## config.mk

```make
export PLATFORM = sky130hd
export DESIGN_NAME = spi_flash_reader
export DESIGN_NICKNAME = d
export VERILOG_FILES = /design/src/rtl/spi_flash_reader.sv
export SDC_FILE = /design/constraint.sdc
export NUM_CORES = 1
export LEC_CHECK = 0
export BUFFER_PORTS_ARGS = -buffer_cell sky130_fd_sc_hd__clkbuf_2
export CAP_MARGIN = 5
export CORE_AREA = 10 10 110 112
export DETAILED_ROUTE_END_ITERATION = 8
export DIE_AREA = 0 0 120 122
export GPL_TIMING_DRIVEN = 1
export PLACE_DENSITY = 0.7
export SLEW_MARGIN = 20
export SYNTH_ARGS = -nofsm -noshare
export SYNTH_HDL_FRONTEND = slang
export SYNTH_SLANG_ARGS = --single-unit
```

## constraint.sdc

```tcl
create_clock -name clk -period 3.5 [get_ports clk]
set_input_delay 0.175 -clock clk [delete_from_list [all_inputs] [get_ports clk]]
set_output_delay 0.175 -clock clk [all_outputs]
set_load 0.02 [all_outputs]
```

## src/rtl/spi_flash_reader.sv

```systemverilog
// rtl/spi_flash_reader.sv - SPI NOR word-read sequencer driving a byte-level SPI engine
//
// Turns one host word-read into: CS low, READ opcode + 24-bit address,
// four dummy-clocked data bytes, CS high, then a one-cycle ready pulse.
//
// Ports:
//   clk, resetn            clock, asynchronous active-low reset
//   valid, addr            host request (held until ready), byte address
//   ready, rdata           one-cycle response pulse, little-endian read word
//   spi_ctrl               0: cs/status register, 1: data register
//   spi_valid, spi_ready   engine request / acknowledge
//   spi_wdata, spi_wstrb   engine write data ([31:8] zero), 4'b0001 write / 4'b0000 read
//   spi_rdata              engine read data, bit31 busy, [7:0] rx byte

module spi_flash_reader #(
  parameter logic [7:0] CMD_READ  = 8'h03,
  parameter int         ADDR_BITS = 24
) (
  input  logic                 clk,
  input  logic                 resetn,
  input  logic                 valid,
  input  logic [ADDR_BITS-1:0] addr,
  output logic                 ready,
  output logic [31:0]          rdata,
  output logic                 spi_ctrl,
  output logic                 spi_valid,
  output logic [31:0]          spi_wdata,
  output logic [3:0]           spi_wstrb,
  input  logic [31:0]          spi_rdata,
  input  logic                 spi_ready
);

  typedef enum logic [2:0] {
    S_IDLE, S_CSEL, S_SEND, S_POLL, S_FETCH, S_DESEL, S_RESP
  } state_t;

  state_t                r_state, w_state_nxt;
  logic [2:0]            r_idx, w_idx_nxt;
  logic [ADDR_BITS-1:0]  r_addr, w_addr_nxt;
  logic [31:0]           r_word, w_word_nxt;
  logic                  r_ready, w_ready_nxt;
  logic [31:0]           r_rdata, w_rdata_nxt;
  logic                  r_spi_valid, w_spi_valid_nxt;
  logic                  r_spi_ctrl, w_spi_ctrl_nxt;
  logic [7:0]            r_spi_wdata, w_spi_wdata_nxt;
  logic [3:0]            r_spi_wstrb, w_spi_wstrb_nxt;

  logic [23:0]           w_addr24;
  logic [7:0]            w_send_byte;
  logic                  w_acc_ctrl;
  logic [7:0]            w_acc_wdata;
  logic [3:0]            w_acc_wstrb;
  logic                  w_unused;

  assign w_addr24  = 24'(r_addr);
  assign w_unused  = ^{spi_rdata[30:8], addr[1:0]};

  assign ready     = r_ready;
  assign rdata     = r_rdata;
  assign spi_valid = r_spi_valid;
  assign spi_ctrl  = r_spi_ctrl;
  assign spi_wdata = {24'h000000, r_spi_wdata};
  assign spi_wstrb = r_spi_wstrb;

  // Byte shifted out in SEND: opcode, address MSB first, then dummies that
  // clock the four data bytes in.
  always_comb begin
    w_send_byte = 8'h00;
    case (r_idx)
      3'd0:    w_send_byte = CMD_READ;
      3'd1:    w_send_byte = w_addr24[23:16];
      3'd2:    w_send_byte = w_addr24[15:8];
      3'd3:    w_send_byte = w_addr24[7:0];
      default: w_send_byte = 8'h00;
    endcase
  end

  // Register access each engine-facing state performs.
  always_comb begin
    w_acc_ctrl  = 1'b0;
    w_acc_wdata = 8'h00;
    w_acc_wstrb = 4'b0000;
    case (r_state)
      S_CSEL:  begin w_acc_ctrl = 1'b0; w_acc_wdata = 8'h01;       w_acc_wstrb = 4'b0001; end
      S_SEND:  begin w_acc_ctrl = 1'b1; w_acc_wdata = w_send_byte; w_acc_wstrb = 4'b0001; end
      S_POLL:  begin w_acc_ctrl = 1'b0; w_acc_wdata = 8'h00;       w_acc_wstrb = 4'b0000; end
      S_FETCH: begin w_acc_ctrl = 1'b1; w_acc_wdata = 8'h00;       w_acc_wstrb = 4'b0000; end
      S_DESEL: begin w_acc_ctrl = 1'b0; w_acc_wdata = 8'h00;       w_acc_wstrb = 4'b0001; end
      default: ;
    endcase
  end

  always_comb begin
    w_state_nxt     = r_state;
    w_idx_nxt       = r_idx;
    w_addr_nxt      = r_addr;
    w_word_nxt      = r_word;
    w_ready_nxt     = 1'b0;
    w_rdata_nxt     = r_rdata;
    w_spi_valid_nxt = r_spi_valid;
    w_spi_ctrl_nxt  = r_spi_ctrl;
    w_spi_wdata_nxt = r_spi_wdata;
    w_spi_wstrb_nxt = r_spi_wstrb;

    case (r_state)
      S_IDLE: begin
        if (valid) begin
          w_addr_nxt  = {addr[ADDR_BITS-1:2], 2'b00};
          w_idx_nxt   = 3'd0;
          w_state_nxt = S_CSEL;
        end
      end
      S_RESP: begin
        w_state_nxt = S_IDLE;
      end
      default: begin
        if (!r_spi_valid) begin
          // Entering or re-polling: spi_valid was low for at least the
          // previous cycle, so raising it here guarantees the idle gap.
          w_spi_valid_nxt = 1'b1;
          w_spi_ctrl_nxt  = w_acc_ctrl;
          w_spi_wdata_nxt = w_acc_wdata;
          w_spi_wstrb_nxt = w_acc_wstrb;
        end else if (spi_ready) begin
          w_spi_valid_nxt = 1'b0;
          case (r_state)
            S_CSEL: w_state_nxt = S_SEND;
            S_SEND: w_state_nxt = S_POLL;
            S_POLL: begin
              // Busy: stay in POLL; the access is re-issued after the gap.
              if (!spi_rdata[31]) begin
                if (r_idx < 3'd4) begin
                  w_idx_nxt   = r_idx + 3'd1;
                  w_state_nxt = S_SEND;
                end else begin
                  w_state_nxt = S_FETCH;
                end
              end
            end
            S_FETCH: begin
              w_word_nxt[8*r_idx[1:0] +: 8] = spi_rdata[7:0];
              if (r_idx == 3'd7) begin
                w_state_nxt = S_DESEL;
              end else begin
                w_idx_nxt   = r_idx + 3'd1;
                w_state_nxt = S_SEND;
              end
            end
            S_DESEL: begin
              w_ready_nxt = 1'b1;
              w_rdata_nxt = r_word;
              w_state_nxt = S_RESP;
            end
            default: ;
          endcase
        end
      end
    endcase
  end

  always_ff @(posedge clk or negedge resetn) begin
    if (!resetn) begin
      r_state     <= S_IDLE;
      r_idx       <= 3'd0;
      r_addr      <= '0;
      r_word      <= 32'h0;
      r_ready     <= 1'b0;
      r_rdata     <= 32'h0;
      r_spi_valid <= 1'b0;
      r_spi_ctrl  <= 1'b0;
      r_spi_wdata <= 8'h00;
      r_spi_wstrb <= 4'b0000;
    end else begin
      r_state     <= w_state_nxt;
      r_idx       <= w_idx_nxt;
      r_addr      <= w_addr_nxt;
      r_word      <= w_word_nxt;
      r_ready     <= w_ready_nxt;
      r_rdata     <= w_rdata_nxt;
      r_spi_valid <= w_spi_valid_nxt;
      r_spi_ctrl  <= w_spi_ctrl_nxt;
      r_spi_wdata <= w_spi_wdata_nxt;
      r_spi_wstrb <= w_spi_wstrb_nxt;
    end
  end

endmodule

```

### After elaboration in Yosys (flattened, before gate mapping)

Cells that the tools add are included.

* add/subtract/negate cells: 2
* shift-type cells: 2
* divide/modulo/power cells: 0
* order comparisons: 1
* multipliers: 0
* multiplexer cells: 27
* reduce and logical (&&, ||, !) cells: 17
* equality and inequality tests: 15
* bitwise gates (word level): 3

Operators by type and width (number)
* 2-to-1 mux 3 bit: 12
* negator 5 -> 34 bit: 1
* variable shift 8 x 34 -> 32 bit, first input constant: 1
* variable part select 8 x 34 -> 32 bit: 1
* bitwise mux 32 bit: 1
* case mux 8 bit (4 select lines): 1
* case mux 3 bit (2 select lines): 3
* case mux 8 bit (2 select lines): 1
* case mux 3 bit (5 select lines): 1
* == test 3 x 2 -> 1 bit, second input constant: 4
* == test 3 bit, second input constant: 4
* nonzero test 3 bit: 3
* 2-to-1 mux 1 bit: 8
* AND reduction 4 bit: 2
* AND reduction 8 bit: 1
* nonzero test 7 bit: 1
* == test 3 x 1 -> 1 bit, second input constant: 2
* logical NOT 3 bit: 2
* != test 3 bit, second input constant: 2
* AND reduction 5 bit: 1
* != test 4 bit, second input constant: 1
* AND reduction 2 bit: 2
* nonzero test 2 bit: 2
* OR reduction 2 bit: 2
* other kinds (6): 8

* word-level logic and storage cells: 77
* latch bits: 0
* output and inout bits: 71
* memories: 0
* bits in writable memories: 0
* bits of input ports: 60
* bits in registers: 107
* memory bits (read-only): 0

### Logic depth before layout (Yosys ltp)

Gate-level depths: netlist of run 1.

* depth after elaboration: 7
* gate-level depth with buffers: 8
* gate-level depth less buffers: 6

### Worst setup path after synthesis of run 1

No wires, ideal clock.

* path type: reg2reg
* start: register r_spi_valid, in the netlist spi_valid
* end: register r_rdata[10], in the netlist rdata[10]
* library setup time: 0.127 ns
* arrival time: 1.609 ns
* clock period less this slack: 1.737 ns
* buffers on the path: 1
* stages on the path, launching flop included: 5
* path slack: 1.763 ns
* data required time: 3.373 ns
* cell sequence: dfrtp_1 nand2_1 nor4_4 buf_6 mux2_1

* word-level cells in the longest chain between the ends: 1

RTL lines
* start: declaration: RTL line 43 `logic r_spi_valid, w_spi_valid_nxt;`
* start signal: assignment: RTL line 180 `r_spi_valid <= w_spi_valid_nxt;`
* AND reduction 4 bit (no source line)
* end signal: assignment: RTL line 179 `r_rdata <= w_rdata_nxt;`
* end: declaration: RTL line 42 `logic [31:0] r_rdata, w_rdata_nxt;`

No other way between the ends.
A chain may end at the register's enable or synchronous reset.

### Worst setup path after layout of run 1

* start: register r_idx[0]
* end: register r_word[18]

* word-level cells in the longest chain between the ends: 3
* elaborated cells on any way between the ends: 4
* classes of those cells: add/sub: 1; shift: 2; mux: 1

RTL lines
* start: declaration: RTL line 38 `logic [2:0] r_idx, w_idx_nxt;`
* start signal: assignment: RTL line 175 `r_idx <= w_idx_nxt;`
* negator 5 -> 34 bit *: RTL line 141 `w_word_nxt[8*r_idx[1:0] +: 8] = spi_rdata[7:0];`
* variable part select 8 x 34 -> 32 bit or variable shift 8 x 34 -> 32 bit (tied branches): RTL line 141
* bitwise mux 32 bit *: RTL line 141
* end signal: assignment: RTL line 177 `r_word <= w_word_nxt;`
* end: declaration: RTL line 40 `logic [31:0] r_word, w_word_nxt;`

Every way passes the cells marked *; elsewhere a longest branch is shown, timed or not.

==> results.py, run 1 <==
metrics = {
    "run_status": {
        "outcome": "completed",
    },
    "power": {
        "vdd_ir_drop_max_v": 0.000423,
        "p_total_mw": 4.62,
        "p_leak_nw": 2.51,
        "p_per_area_nw_per_um2": 885,
    },
    "hold_path": {
        "worstHoldEndpoint": "r_addr[13]",
        "hold_class": "primary input to register",
        "hold_depth": 2,
        "hp-start": "addr[13]",
    },
    "logic_synthesis": {
        "synth_ff_type": "dfrtp_1",
        "async_flop_share_pct": 100,
        "syn_area_um2": 4680,
        "synth-edff-count": 0,
        "synth_area_per_cell_um2": 11.5,
        "synth_cells": 405,
        "synth_seq_cells": 104,
        "ys_types": 43,
        "ys_seq_area_share_pct": 55.7,
        "ys_warn_count": 0,
    },
    "drt": {
        "dr.pass1.iters": 5,
        "wirelength_mm": 9.96,
        "dr.first_iter.drc_count": 300,
        "post_drt_via_cell_ratio": 5.07,
        "drc_errors": 0,
        "routedWlPerCell_um": 16.1,
        "ant_nets": 0,
        "via_count": 3135,
    },
    "grt": {
        "antenna_found_initial": 0,
        "grt_pass1_wl_mm": 16.3,
        "grt_max_degree": 44,
        "grt_pass1_vias": 3308,
        "grt_overflow": 0,
        "track_usage_pct": 13.6,
    },
    "critical_path": {
        "cp.arrival_ns": 2.43,
        "criticalPathCategory": "register to register",
        "reg2reg_depth": 5,
        "r2r-end": "r_word[18]",
        "crit_fanout": 8,
        "r2r_slack_ns": 1.36,
        "r2r_start": "r_idx[0]",
        "required_ns": 3.79,
        "critPathCaptureType": "register",
        "cp-start-kind": "register",
    },
    "floorplanning": {
        "core_area_um2": 10000,
        "die_width_um": 120,
        "std_cell_rows": 37,
        "dieArea_um2": 14600,
        "start_util_pct": 46.5,
        "io_pins": 131,
        "die_h_um": 122,
    },
    "sta": {
        "tns_ns": 0,
        "hold_violations": 0,
        "tightest_slew_ns": 1.00,
        "slew_headroom_pct": 33.1,
        "period_share_pct": 61.2,
        "rsz0062_at_grt": "false",
        "layout_setup_ws_ns": 1.36,
        "final.min_clock_period_ns": 2.14,
        "max_freq_mhz": 467,
        "setup_viol": 0,
        "final_max_slew_viol_count": 0,
        "clock_skew_ns": 0.0121,
    },
    "clock_tree": {
        "cts_resized": 0,
        "cts_tree": "built",
        "h-tree-depth": 3,
        "cts_setup_buffers": 0,
        "cts_root_buf": "clkbuf_8",
        "clock-sinks": 104,
        "cts_buffer_depth": 2,
        "insertion_delay_ns": 0.37,
        "numCtsBuffers": 9,
        "clkTransAtPathRegs_ns": 0.11,
    },
    "placement": {
        "dp.cells": 601,
        "hpwl_mm": 7.32,
        "place_area_um2": 5010,
        "io_buffer_count": 78,
        "dp_slack_ns": 1.39,
        "gp_congestion": 0.794,
    },
    "cells_and_area": {
        "multi_input_area_um2": 1680,
        "layout_common_cells": "dfrtp_1, clkbuf_2, o21ai_0",
        "fill_cells": 932,
        "regArea_um2": 2600,
        "final_common_cell": "dfrtp_1",
        "final_area_um2": 5220,
        "area_growth_syn_to_layout_pct": 11.6,
        "fin_nets": 543,
        "drive_gt1_share_pct": 26.8,
        "antennaDiodeCount": 0,
        "fin_cells": 618,
    },
    "run": {
        "drv_cap": 0,
    },
}
## cells in the mapped netlist (2+ instances only)
library cell / instances / area, um2
mux2_1: 31 / 349
nor2_1: 16 / 60.1
buf_2: 10 / 50.1
nor2b_1: 2 / 12.5
nand2b_1: 2 / 12.5
buf_4: 28 / 210
ha_1: 6 / 75.1
a221oi_1: 2 / 17.5
and2_1: 2 / 12.5
inv_1: 36 / 135
inv_2: 2 / 7.51
a222oi_1: 6 / 60.1
nor3_1: 6 / 30.0
o21ai_0: 44 / 220
mux2_2: 25 / 282
clkbuf_1: 2 / 7.51
and4_1: 4 / 35.0
dfrtp_1: 104 / 2600
a21oi_1: 5 / 25.0
nand3_1: 33 / 165
buf_6: 7 / 78.8
nor3b_1: 2 / 15.0
nand2_1: 10 / 37.5
## repair_timing
action                                  CTS  global route
endpoints found under the setup margin    0             0
endpoints found under the hold margin    33             0
hold buffers                              1             0
## where the power goes
part,total (mW),internal (mW),switching [mW]
combinational,1.76,0.705,1.06
clock,0.726,0.293,0.433
sequential,2.13,1.75,0.381
## registers in the layout, summed over array words and instances (netlist names)
register,cells
r_addr,22
r_spi_wdata,8
spi_wstrb,1
spi_valid,1
ready,1
r_idx,3
rdata,32
r_word,32
r_state,3
spi_ctrl,1
## area by class of cell
class | instances | area share [%]
multi-input cells | 241 | 32.1
clock buffers | 10 | 2.64
clock inverters | 6 | 1.10
inverters | 38 | 2.73
repair buffers | 83 | 8.29
flip-flops and latches | 104 | 49.9
well taps | 136 | 3.26
## worst max-delay path, stage by stage, from the launching register on
cell	delay, ns
dfrtp_1	0.48
inv_1	0.13
ha_1	0.37
nor3b_1	0.83
nand3_1	0.16
o21ai_0	0.11
## stage by stage
stage	utilization (%)	hold slack [ns]
after CTS	52.0	0.0201
after global placement	49.9	0.137
after detailed placement	49.9	0.147
after global routing	52.0	0.0128
final	52.0	0.0344
after floorplan	-	-0.121
## how the worst max path moves through the flow
stage | start | end | slack, ns | depth (start not counted)
2_1_floorplan | spi_valid | rdata[10] | 1.76 | 4
3_3_place_gp | r_idx[0] | r_word[20] | 1.43 | 5
3_5_place_dp | r_idx[0] | r_spi_wdata[2] | 1.39 | 6
4_1_cts | r_idx[0] | r_word[16] | 1.38 | 5
5_1_grt | r_idx[0] | r_word[21] | 1.16 | 5
6_report | r_idx[0] | r_word[18] | 1.36 | 5
## cell families (layout without fill, tap and decap cells)
family / after synthesis / in the layout / synth area share [%]
DFF: 104 / 104 / 55.7
buffers and inverters: 86 / 137 / 10.6
and+or+nand+nor: 81 / 81 / 8.99
AOI/OAI and AO/OA: 69 / 69 / 9.21
muxes: 57 / 57 / 13.7
adders and majority gates: 6 / 6 / 1.61
other: 1 / 27 / 0.0802
xor gates and xnor gates: 1 / 1 / 0.187
## layer usage
metal	vias to the layer above	GRT usage, %	routed length [um]
li1	1478	-	-
met2	106	21.8	4680
met4	0	3.54	68
met1	1541	16.2	4210
met5	-	0	0
met3	10	6.15	1000
Note: power is estimated with default switching activity, not from simulation.
==> run 2: changes to the inputs <==
--- a/config.mk
+++ b/config.mk
@@ -7,11 +7,11 @@
 export LEC_CHECK = 0
 export BUFFER_PORTS_ARGS = -buffer_cell sky130_fd_sc_hd__clkbuf_2
 export CAP_MARGIN = 5
-export CORE_AREA = 10 10 110 112
+export CORE_AREA = 10 10 111 113
 export DETAILED_ROUTE_END_ITERATION = 8
-export DIE_AREA = 0 0 120 122
+export DIE_AREA = 0 0 121 123
 export GPL_TIMING_DRIVEN = 1
-export PLACE_DENSITY = 0.7
+export PLACE_DENSITY = 0.72
 export SLEW_MARGIN = 20
 export SYNTH_ARGS = -nofsm -noshare
 export SYNTH_HDL_FRONTEND = slang
==> constraint.sdc (replaced) <==
create_clock -name clk -period 1.9 [get_ports clk]
set_input_delay 0.095 -clock clk [delete_from_list [all_inputs] [get_ports clk]]
set_output_delay 0.095 -clock clk [all_outputs]
set_load 0.02 [all_outputs]
==> results.py, run 2 (same netlist as run 1, synthesis figures left out) <==
metrics = {
    "power": {
        "swShare_pct": 39.7,
        "p_per_area_nw_per_um2": 1600,
        "p_comb_share_pct": 40.8,
        "vdd_ir_drop_max_v": 0.000754,
        "p_int_mw": 5.48,
        "pwr-share-clk_pct": 16.6,
        "p_sw_mw": 3.61,
        "p_total_mw": 9.09,
        "seq_power_share_pct": 42.6,
        "p_leak_nw": 2.71,
    },
    "drt": {
        "wirelength_mm": 10.5,
        "ant_nets": 0,
        "post_drt_via_cell_ratio": 5.02,
        "routedWlPerCell_um": 16.0,
        "via_count": 3304,
        "drc_errors": 0,
        "dr.pass1.iters": 5,
        "dr.first_iter.drc_count": 207,
    },
    "cells_and_area": {
        "final_area_um2": 5670,
        "final_common_cell": "dfrtp_1",
        "regArea_um2": 2600,
        "postLayoutCoreUtil_pct": 56.0,
        "fill_cells": 854,
        "fin_nets": 583,
        "multi_input_area_um2": 1700,
        "area_growth_syn_to_layout_pct": 21.4,
        "layout_common_cells": "dfrtp_1, clkbuf_2, o21ai_0",
        "drive_gt1_share_pct": 28.9,
        "antennaDiodeCount": 0,
        "fin_cells": 658,
    },
    "sta": {
        "rsz0062_at_grt": "false",
        "clock_skew_ns": 0.0104,
        "final.min_clock_period_ns": 1.80,
        "period_share_pct": 95.0,
        "tightest_slew_ns": 0.598,
        "setup_viol": 0,
        "final_max_slew_viol_count": 0,
        "max_freq_mhz": 554,
        "hold_ws_ns": 0.0180,
        "slew_headroom_pct": 60.1,
        "layout_setup_ws_ns": 0.0958,
        "hold_violations": 0,
        "tns_ns": 0,
    },
    "placement": {
        "place_area_um2": 5190,
        "io_buffer_count": 78,
        "hpwl_mm": 7.53,
        "gp_congestion": 0.804,
        "dp.cells": 618,
        "dp_slack_ns": 0.0480,
    },
    "floorplanning": {
        "die_h_um": 123,
        "start_util_pct": 46.1,
        "dieArea_um2": 14900,
        "die_width_um": 121,
        "io_pins": 131,
        "std_cell_rows": 37,
        "core_area_um2": 10100,
    },
    "hold_path": {
        "hp-start": "spi_rdata[7]",
        "hold_class": "primary input to register",
    },
    "clock_tree": {
        "cts_tree": "built",
        "insertion_delay_ns": 0.37,
        "h-tree-depth": 3,
        "numCtsBuffers": 9,
        "cts_root_buf": "clkbuf_8",
        "clock-sinks": 104,
        "clkTransAtPathRegs_ns": 0.11,
        "cts_buffer_depth": 2,
    },
    "grt": {
        "grt_overflow": 0,
        "grt_pass1_vias": 3469,
        "track_usage_pct": 14.3,
        "grt_max_degree": 45,
        "antenna_found_initial": 0,
        "grt_pass1_wl_mm": 17.2,
    },
    "critical_path": {
        "required_ns": 2.16,
        "critPathCaptureType": "register",
        "r2r_start": "r_state[1]",
        "criticalPathCategory": "register to register",
        "critPathLaunch": "r_state[1]",
        "cp.arrival_ns": 2.07,
        "crit_fanout": 9,
        "cp-start-kind": "register",
    },
    "run_status": {
        "outcome": "completed",
    },
    "run": {
        "drv_cap": 0,
    },
}
==> run 2: area by class of cell <==
class | count | share of cell area (%)
Clock buffer | 9 | 2.18
Clock inverter | 7 | 1.74
Inverter | 38 | 2.51
Multi-Input combinational cell | 241 | 29.9
Sequential cell | 104 | 45.9
Tap cell | 136 | 3.00
Timing Repair Buffer | 123 | 14.8
==> run 2: worst max-delay path: stages, from the launching register on <==
cell       delay [ns]
dfrtp_1          0.51
and2_1           0.29
a32oi_4          0.31
o2111ai_2        0.23
mux2_1           0.35
==> run 2: path summary, 6_finish.rpt <==
| kind | end | slack, ns | cells after the start |
|---|---|---|---|
| hold reg to reg | rdata[18] | 0.49 | 1 |
| setup / recovery | r_idx[2] | 0.1 | 4 |
| max in group asynchronous | r_word[12] | 1.05 | 3 |
| hold / removal | r_word[23] | 0.02 | 3 |
| setup reg to reg | r_idx[2] | 0.1 | 4 |
| min in group asynchronous | rdata[21] | 0.27 | 2 |
==> run 2: what timing repair did <==
| action | 4_1_cts | 5_1_grt |
|---|---|---|
| resized for setup | 0 | 5 |
| buffers inserted | 0 | 1 |
| endpoints found under the hold margin | 64 | 0 |
| setup endpoints to repair | 0 | 5 |
| hold buffers | 23 | 0 |
==> run 2: per-layer routing <==
layer  up-vias  share of wire (%)  global-route usage (%)  wire [um]
li1       1562                  -                       -          -
met1      1615                 42                    17.0       4460
met2       116                 47                    23.7       4990
met3        11                9.3                    5.88        977
met4         0               0.91                    3.32         96
met5         -                  0                       0          0
==> run 2: power by group through the flow <==
stage | Clock (mW) | Sequential, mW | Combinational (mW)
3_3_place_gp | 0 | 3.85 | 3.54
4_1_cts | 1.55 | 3.87 | 3.71
2_1_floorplan | 0 | 4.26 | 1.98
6_report | 1.50 | 3.87 | 3.71
3_5_place_dp | 0 | 3.91 | 3.64
5_1_grt | 1.64 | 3.99 | 4.12
